--- src/rtl/cpu_mem_pkg.sv ---
// ---------------------------------------------------------------------------
// cpu_mem_pkg
//   Shared constants for the memory-to-datapath glue in the CPU top level.
//   - MODE_BYPASS / MODE_REGISTERED select how stall_hold_buffer presents data.
//   - NOP_INSTR is the MIPS NOP encoding (sll $0,$0,0) used as the default
//     squash value for flushed instruction channels.
// ---------------------------------------------------------------------------
package cpu_mem_pkg;

    // Output presentation modes of stall_hold_buffer.
    localparam int MODE_BYPASS     = 0;  // live data when not stalled, held data when stalled
    localparam int MODE_REGISTERED = 1;  // always held data, one cycle of latency

    // sll $0,$0,0
    localparam logic [31:0] NOP_INSTR = 32'h0000_0000;

    // Next value of a saturating up-counter with a synchronous clear.
    // Clear wins over increment; at all-ones the counter stays pinned.
    function automatic logic [63:0] sat_next(input logic [63:0] cur,
                                             input logic [63:0] max_val,
                                             input logic        clr,
                                             input logic        inc);
        logic [63:0] nxt;
        nxt = cur;
        if (clr) begin
            nxt = '0;
        end else if (inc && (cur != max_val)) begin
            nxt = cur + 64'd1;
        end
        return nxt;
    endfunction

endpackage : cpu_mem_pkg

--- src/rtl/stall_hold_buffer_sat_counter.sv ---
// ---------------------------------------------------------------------------
// sat_counter
//   W-bit saturating up-counter with synchronous clear.
//   Ports:
//     clk  in   1  clock
//     rst  in   1  asynchronous reset, active-high (counter -> 0)
//     clr  in   1  synchronous clear; takes priority over inc
//     inc  in   1  count enable; ignored once the counter is all-ones
//     q    out  W  current count
// ---------------------------------------------------------------------------
module sat_counter
    import cpu_mem_pkg::*;
#(
    parameter int W = 16
) (
    input  logic         clk,
    input  logic         rst,
    input  logic         clr,
    input  logic         inc,
    output logic [W-1:0] q
);

    logic [W-1:0] cnt_q;
    logic [W-1:0] cnt_d;

    // The helper works on 64-bit values so one function serves every width;
    // only the low W bits are meaningful here.
    logic [63:0] cur_ext;
    logic [63:0] max_ext;
    logic [63:0] nxt_ext;

    always_comb begin
        cur_ext        = '0;
        max_ext        = '0;
        cur_ext[W-1:0] = cnt_q;
        max_ext[W-1:0] = '1;
        nxt_ext        = sat_next(cur_ext, max_ext, clr, inc);
        cnt_d          = nxt_ext[W-1:0];
    end

    always_ff @(posedge clk or posedge rst) begin
        if (rst) begin
            cnt_q <= '0;
        end else begin
            cnt_q <= cnt_d;
        end
    end

    assign q = cnt_q;

endmodule : sat_counter

--- src/rtl/stall_hold_buffer.sv ---
// ---------------------------------------------------------------------------
// stall_hold_buffer
//   Stall-tolerant capture of synchronous-memory read data. Each of CHANNELS
//   channels keeps the last value captured while the pipeline was running and
//   presents it while the memory system stalls. Masked channels can be
//   flushed to FLUSH_VAL. Two saturating counters report stall statistics.
//
//   Parameters:
//     CHANNELS    number of independent channels (>=1)
//     WIDTH       bits per channel
//     MODE        MODE_BYPASS or MODE_REGISTERED (see cpu_mem_pkg)
//     RESET_VAL   hold register value after reset
//     FLUSH_VAL   value loaded into a flushed channel
//     FLUSH_MASK  bit c = 1: channel c responds to flush
//     CNT_W       statistics counter width
//
//   Ports:
//     clk           in   1               system clock
//     rst           in   1               asynchronous reset, active-high
//     stall         in   1               memory stall; freezes hold registers
//     flush         in   1               squash held/incoming data on masked channels
//     clr_stats     in   1               synchronous clear of both counters
//     live_in       in   CHANNELS*WIDTH  raw memory outputs, channel c = [c*WIDTH +: WIDTH]
//     data_out      out  CHANNELS*WIDTH  stall-safe data to the datapath
//     hold_active   out  1               stall registered: hold regs were frozen last cycle
//     stall_cycles  out  CNT_W           saturating count of stalled cycles
//     stall_events  out  CNT_W           saturating count of stall rising edges
// ---------------------------------------------------------------------------
module stall_hold_buffer
    import cpu_mem_pkg::*;
#(
    parameter int                     CHANNELS   = 2,
    parameter int                     WIDTH      = 32,
    parameter int                     MODE       = MODE_BYPASS,
    parameter logic [WIDTH-1:0]       RESET_VAL  = '0,
    parameter logic [WIDTH-1:0]       FLUSH_VAL  = WIDTH'(NOP_INSTR),
    parameter logic [CHANNELS-1:0]    FLUSH_MASK = '1,
    parameter int                     CNT_W      = 16
) (
    input  logic                        clk,
    input  logic                        rst,
    input  logic                        stall,
    input  logic                        flush,
    input  logic                        clr_stats,
    input  logic [CHANNELS*WIDTH-1:0]   live_in,
    output logic [CHANNELS*WIDTH-1:0]   data_out,
    output logic                        hold_active,
    output logic [CNT_W-1:0]            stall_cycles,
    output logic [CNT_W-1:0]            stall_events
);

    // -----------------------------------------------------------------------
    // Registered stall: feeds hold_active and the rising-edge detector.
    // It is not touched by clr_stats.
    // -----------------------------------------------------------------------
    logic stall_q;
    logic stall_d;

    assign stall_d = stall;

    always_ff @(posedge clk or posedge rst) begin
        if (rst) begin
            stall_q <= 1'b0;
        end else begin
            stall_q <= stall_d;
        end
    end

    assign hold_active = stall_q;

    // -----------------------------------------------------------------------
    // Per-channel hold registers.
    // Priority: flush (masked) > capture when running > hold when stalled.
    // Flush applies even while stalled so a squashed value replaces the held
    // one immediately and is what the datapath sees until the stall clears.
    // -----------------------------------------------------------------------
    for (genvar c = 0; c < CHANNELS; c++) begin : g_ch
        logic [WIDTH-1:0] live_c;
        logic [WIDTH-1:0] hold_q;
        logic [WIDTH-1:0] hold_d;

        assign live_c = live_in[c*WIDTH +: WIDTH];

        always_comb begin
            hold_d = hold_q;
            if (flush && FLUSH_MASK[c]) begin
                hold_d = FLUSH_VAL;
            end else if (!stall) begin
                hold_d = live_c;
            end
        end

        always_ff @(posedge clk or posedge rst) begin
            if (rst) begin
                hold_q <= RESET_VAL;
            end else begin
                hold_q <= hold_d;
            end
        end

        if (MODE == MODE_REGISTERED) begin : g_reg
            // No combinational path from live_in to data_out in this mode.
            assign data_out[c*WIDTH +: WIDTH] = hold_q;
        end else begin : g_byp
            // While stalled the mux selects the hold register, so whatever the
            // memory drives on live_in (including X) does not reach the datapath.
            assign data_out[c*WIDTH +: WIDTH] = stall ? hold_q : live_c;
        end
    end

    // -----------------------------------------------------------------------
    // Stall statistics.
    // -----------------------------------------------------------------------
    logic stall_rise;

    // After reset stall_q is 0, so a stall present on the first edge counts
    // as a new event.
    assign stall_rise = stall & ~stall_q;

    sat_counter #(
        .W   (CNT_W)
    ) u_cycles_cnt (
        .clk (clk),
        .rst (rst),
        .clr (clr_stats),
        .inc (stall),
        .q   (stall_cycles)
    );

    sat_counter #(
        .W   (CNT_W)
    ) u_events_cnt (
        .clk (clk),
        .rst (rst),
        .clr (clr_stats),
        .inc (stall_rise),
        .q   (stall_events)
    );

endmodule : stall_hold_buffer

--- config.mk ---
export PLATFORM = sky130hd
export DESIGN_NAME = stall_hold_buffer
export DESIGN_NICKNAME = d
export VERILOG_FILES = /design/src/rtl/cpu_mem_pkg.sv /design/src/rtl/stall_hold_buffer_sat_counter.sv /design/src/rtl/stall_hold_buffer.sv
export SDC_FILE = /design/constraint.sdc
export NUM_CORES = 1
export LEC_CHECK = 0
export BUFFER_PORTS_ARGS = -buffer_cell sky130_fd_sc_hd__buf_2
export CAP_MARGIN = 10
export CORE_MARGIN = 2
export CORE_UTILIZATION = 43
export DETAILED_ROUTE_END_ITERATION = 10
export GPL_TIMING_DRIVEN = 0
export PLACE_DENSITY = 0.67
export SYNTH_ARGS = -nofsm -noshare
export SYNTH_HDL_FRONTEND = slang
export SYNTH_SLANG_ARGS = --single-unit
--- constraint.sdc ---
create_clock -name clk -period 4.3 [get_ports clk]
set_clock_uncertainty 0.05 [all_clocks]
set_input_delay 0.86 -clock clk [delete_from_list [all_inputs] [get_ports clk]]
set_output_delay 0.86 -clock clk [all_outputs]
set_load 0.005 [all_outputs]
## Word level (Yosys, flattened, before mapping)

Cells that the tools add are included.

- Register bits after elaboration: 97
- Input bits: 69
- Logic and storage cells: 23

- $add $sub $neg: 2
- Equal/unequal tests: 2
- Multiplexer cells: 8
- Bitwise gates (word level): 2
- Reduce and logical (&&, ||, !) cells: 4

Operator list:

| cell | count |
|---|---|
| 32-bit two-way mux | 4 |
| 16-bit two-way mux | 4 |
| 16-bit by 1-bit adder with 16-bit output (second input constant) | 2 |
| 16-bit inequality test (second input constant) | 2 |
| 2-bit nonzero test | 2 |
| 1-bit logical AND | 2 |
| 1-bit AND | 1 |
| 1-bit NOT | 1 |

## Longest topological paths before layout

- Depth in word-level cells: 5
- Gate-level depth with buffers: 6

## Cells and area by module

A second synthesis with hierarchy kept.

- Cell total of the unflattened synthesis: 411
- Area, all modules: 4902.2 um2

Modules (own cells, without submodules):

| module | times used | cells each | area each (um2) |
|---|---|---|---|
| stall_hold_buffer | 1 | 209 | 3037.9 |
| sat_counter | 2 | 101 | 932.1 |

## Worst setup path after synthesis

Ideal clock, no wire load.

- Path type: in2out
- From: in stall
- To: out data_out[10]
- Arrival: 1737 ps
- Path slack: 1653 ps
- Cell stages on the path: 3
- Buffers on the path: 2
- Path through: buf_2 buf_1 mux2_2

- Longest elaborated chain between the ends: 1

Ends and longest elaborated chain:

| what | line | text |
|---|---|---|
| start, declared | stall_hold_buffer.sv:42 | `input logic stall,` |
| 32-bit two-way mux | - |  |
| end, declared | stall_hold_buffer.sv:46 | `output logic [CHANNELS*WIDTH-1:0] data_out,` |

No other way between the ends.

## Worst setup path in the final report

- From: in stall
- To: out data_out[60]

The elaborated chain is that of the path after synthesis.

==> impl_metrics.env <==
export IMPL_run_status="complete, no violations"
export IMPL_placed_cell_area_um2=5780
export IMPL_nFillCells=976
export IMPL_design_final_nets=664
export IMPL_buffer_ports_inserted=163
export IMPL_cts_root_to_sink_buffers=2
export IMPL_rr_endpoint="u_cycles_cnt.q[7]$_DFFE_PP0P_"
export IMPL_async_reset_ff_share_pct=100
export IMPL_postCtsSetupBuffers=0
export IMPL_synth_seq_area_share_pct=50.9
export IMPL_post_cts_hold_buffer_count=0
export IMPL_groute_usage_overall_pct=20.6
export IMPL_post_synth_main_area_contributors="dfrtp_1 51%, mux2_2 15%, nor2b_1 9.1%, nand3_1 1.7%, or4_1 1.6%"
export IMPL_maxCapViolCount=0
export IMPL_globalRoute_totalOverflow=0
export IMPL_synth_area_leader="dfrtp_1"
export IMPL_rsz_0062_raised_after_global_routing="no"
export IMPL_routedWlPerCell_um=16.1
export IMPL_non_filler_instance_count_after_layout=737
export IMPL_total_setup_violations_reported_at_the_end_of_the_flow=0
export IMPL_starting_density_of_the_core_pct=44.0
export IMPL_start_kind="primary input"
export IMPL_crit_path_cell_trace="buf_2 > buf_2 > clkbuf_1 > mux2_2 > buf_2"
export IMPL_area_of_the_die_um2=11900
export IMPL_drive_gt1_share_pct=43.2
export IMPL_layout_min_cycle_time_ns=3.15
export IMPL_power_density_cell_area_nw_per_um2=307
export IMPL_final_worst_path_period_share_pct=73.1
export IMPL_crit_fanout=10
export IMPL_numClockSinks=97
export IMPL_area_growth_synth_to_final_pct=25.4
export IMPL_htreeDepth=3
export IMPL_synthesis_area_per_instance_um2=11.4
export IMPL_post_cts_resized_instances=0
export IMPL_reg2reg_setup_slack_ns=2.11
export IMPL_via_per_inst=5.32
export IMPL_finalPower_mw=1.83
export IMPL_fp_dieH_um=109
export IMPL_place_detailed_instances=722
export IMPL_rr_worst_depth=5
export IMPL_worstPathRequired_ns=3.39
export IMPL_ys_seq_elements=97
export IMPL_pin_count_of_the_biggest_net_entering_global_routing=60
export IMPL_antenna_violating_nets_left=0
export IMPL_antenna_found_initial=0
export IMPL_grt_pass1_vias=3806
export IMPL_worst_skew_pair_late_latency_ns=0.37
export IMPL_io_pins=166
export IMPL_ir_worst_vdd_v=0.000195
export IMPL_yosys_area_top_type_share_pct=50.9
export IMPL_post_place_setup_slack_ns=1.12
export IMPL_worstSetupPathType="primary input to output pin"
export IMPL_place_gp_congestion=0.814
export IMPL_power_static_leakage_nw=2.91
export IMPL_grt_first_pass_wirelength_mm=18.8
export IMPL_drt_initial_drc_count=191
export IMPL_ys_warn_count=0
export IMPL_core_region_area_um2=10800
export IMPL_timing_critical_path_arrival_ns=2.24
export IMPL_netlist_cell_type_count=54
export IMPL_clk_pin_slew_ns=0.09
export IMPL_totalWireLength_mm=11.9
export IMPL_cpMaxStageDelayCell="clkbuf_1"
export IMPL_synth_edff_count=0
export IMPL_min_path_type="primary input to async pin"
export IMPL_die_width_um=109
export IMPL_detailedRoute_firstPassIterationCount=4
export IMPL_worst_slew_pin_transition_ns=0.768
export IMPL_tritoncts="built"
export IMPL_setup_slack_ns=1.15
export IMPL_post_synth_instance_area_um2=4770
export IMPL_clock_root_buffer_master="clkbuf_8"
export IMPL_critical_path_most_common_cell="buf_2"
export IMPL_timing_critical_path_to_type="output pin"
export IMPL_num_rows=38
export IMPL_slew_viol_final=0
export IMPL_dp_hpwl_mm=8.71
export IMPL_hold_viol=0
export IMPL_layout_cells_most_common_list="169 x buf_2, 97 x dfrtp_1, 69 x nor2b_1, 64 x mux2_2, 16 x nand3_1"
export IMPL_fmaxAchievable_mhz=318
export IMPL_layout_cell_area_non_filler_um2=5970
export IMPL_cts_buffers_inserted=9
export IMPL_layout_commonest_cell="buf_2"
export IMPL_postSynth_topFlopCell="dfrtp_1"
export IMPL_diodes=0
export IMPL_detailroute_via_count=3921
export IMPL_worstReg2RegStart="u_cycles_cnt.q[0]$_DFFE_PP0P_"
export IMPL_postSynthNetCount=489
export IMPL_worst_slew_margin_rel_pct=48.4
export IMPL_worst_path_largest_cell_delay_ns=0.45
export IMPL_drc=0
export IMPL_synthCells=418
export IMPL_hold_ws_ns=0.547
==> critical path, delay by kind of cell <==
family | cells | cell delay, ns
buffers and inverters | 4 | 0.94
muxes | 1 | 0.43
==> through the flow <==
step	util, %	TNS [ns]
floorplan	-	0
global placement	53.1	-34.78
detailed placement	53.3	0
CTS	55.1	0
global route	55.1	0
finish	55.1	0
==> final cells by class <==
| type | instances | area, um2 | share of cell area (%) |
|---|---|---|---|
| Sequential cell | 97 | 2430 | 40.6 |
| Multi-Input combinational cell | 290 | 2190 | 36.7 |
| Timing Repair Buffer | 164 | 836 | 14.0 |
| Tap cell | 140 | 175 | 2.93 |
| Clock buffer | 11 | 141 | 2.37 |
| Buffer | 24 | 118 | 1.97 |
| Clock inverter | 4 | 53.8 | 0.901 |
| Inverter | 7 | 28.8 | 0.482 |
==> power by group <==
| group | internal (mW) | switching [mW] |
|---|---|---|
| Sequential | 0.949 | 0.0180 |
| Combinational | 0.135 | 0.126 |
| Clock | 0.283 | 0.321 |
==> kinds of logic (layout without fill, tap and decap cells) <==
family          Yosys count  in the layout  synth area share [%]
compound gates           49             49                  7.61
simple gates            168            168                  21.4
mux                      68             68                  16.0
fa+ha+maj                 2              2                 0.525
buf+inv                  31            210                  3.02
xor+xnor                  3              3                 0.551
flops                    97             97                  50.9
==> state kept, by name, indices dropped and copies added, names as in the netlist <==
name,count
g_ch.hold_q,64
hold_active,1
u_events_cnt.q,16
u_cycles_cnt.q,16
==> cells in the mapped netlist (3+ instances only) <==
cell       n
dfrtp_1   97
nor2b_1   69
mux2_2    64
nand3_1   16
nand2_1   15
nor2_1    14
a21oi_1   13
clkbuf_1  10
or4_1     10
nand4_1    8
o31ai_1    8
buf_1      6
buf_2      6
inv_1      6
nor4_1     6
a211oi_1   5
nor3_1     5
or3_1      5
mux2i_1    4
o21ai_0    4
and4_1     3
==> per-layer routing <==
layer	wire length, um	GRT usage [%]	vias up
met5	0	0	-
met4	141	6.96	0
met3	1120	7.41	10
met2	5610	31.8	140
met1	5030	27.1	1916
li1	-	-	1855
==> worst max-delay path by stage <==
stage,from,end,slack [ns],depth (start not counted)
floorplan,rst,g_ch[0].hold_q[0]$_DFF_PP0_,0.86,1
global placement,rst,u_events_cnt.q[5]$_DFFE_PP0P_,-0.36,2
detailed placement,stall,data_out[60],1.12,5
CTS,stall,data_out[60],1.12,5
global route,stall,data_out[57],1.02,5
finish,stall,data_out[60],1.15,5
No activity file was read; power rests on OpenSTA's default activity.
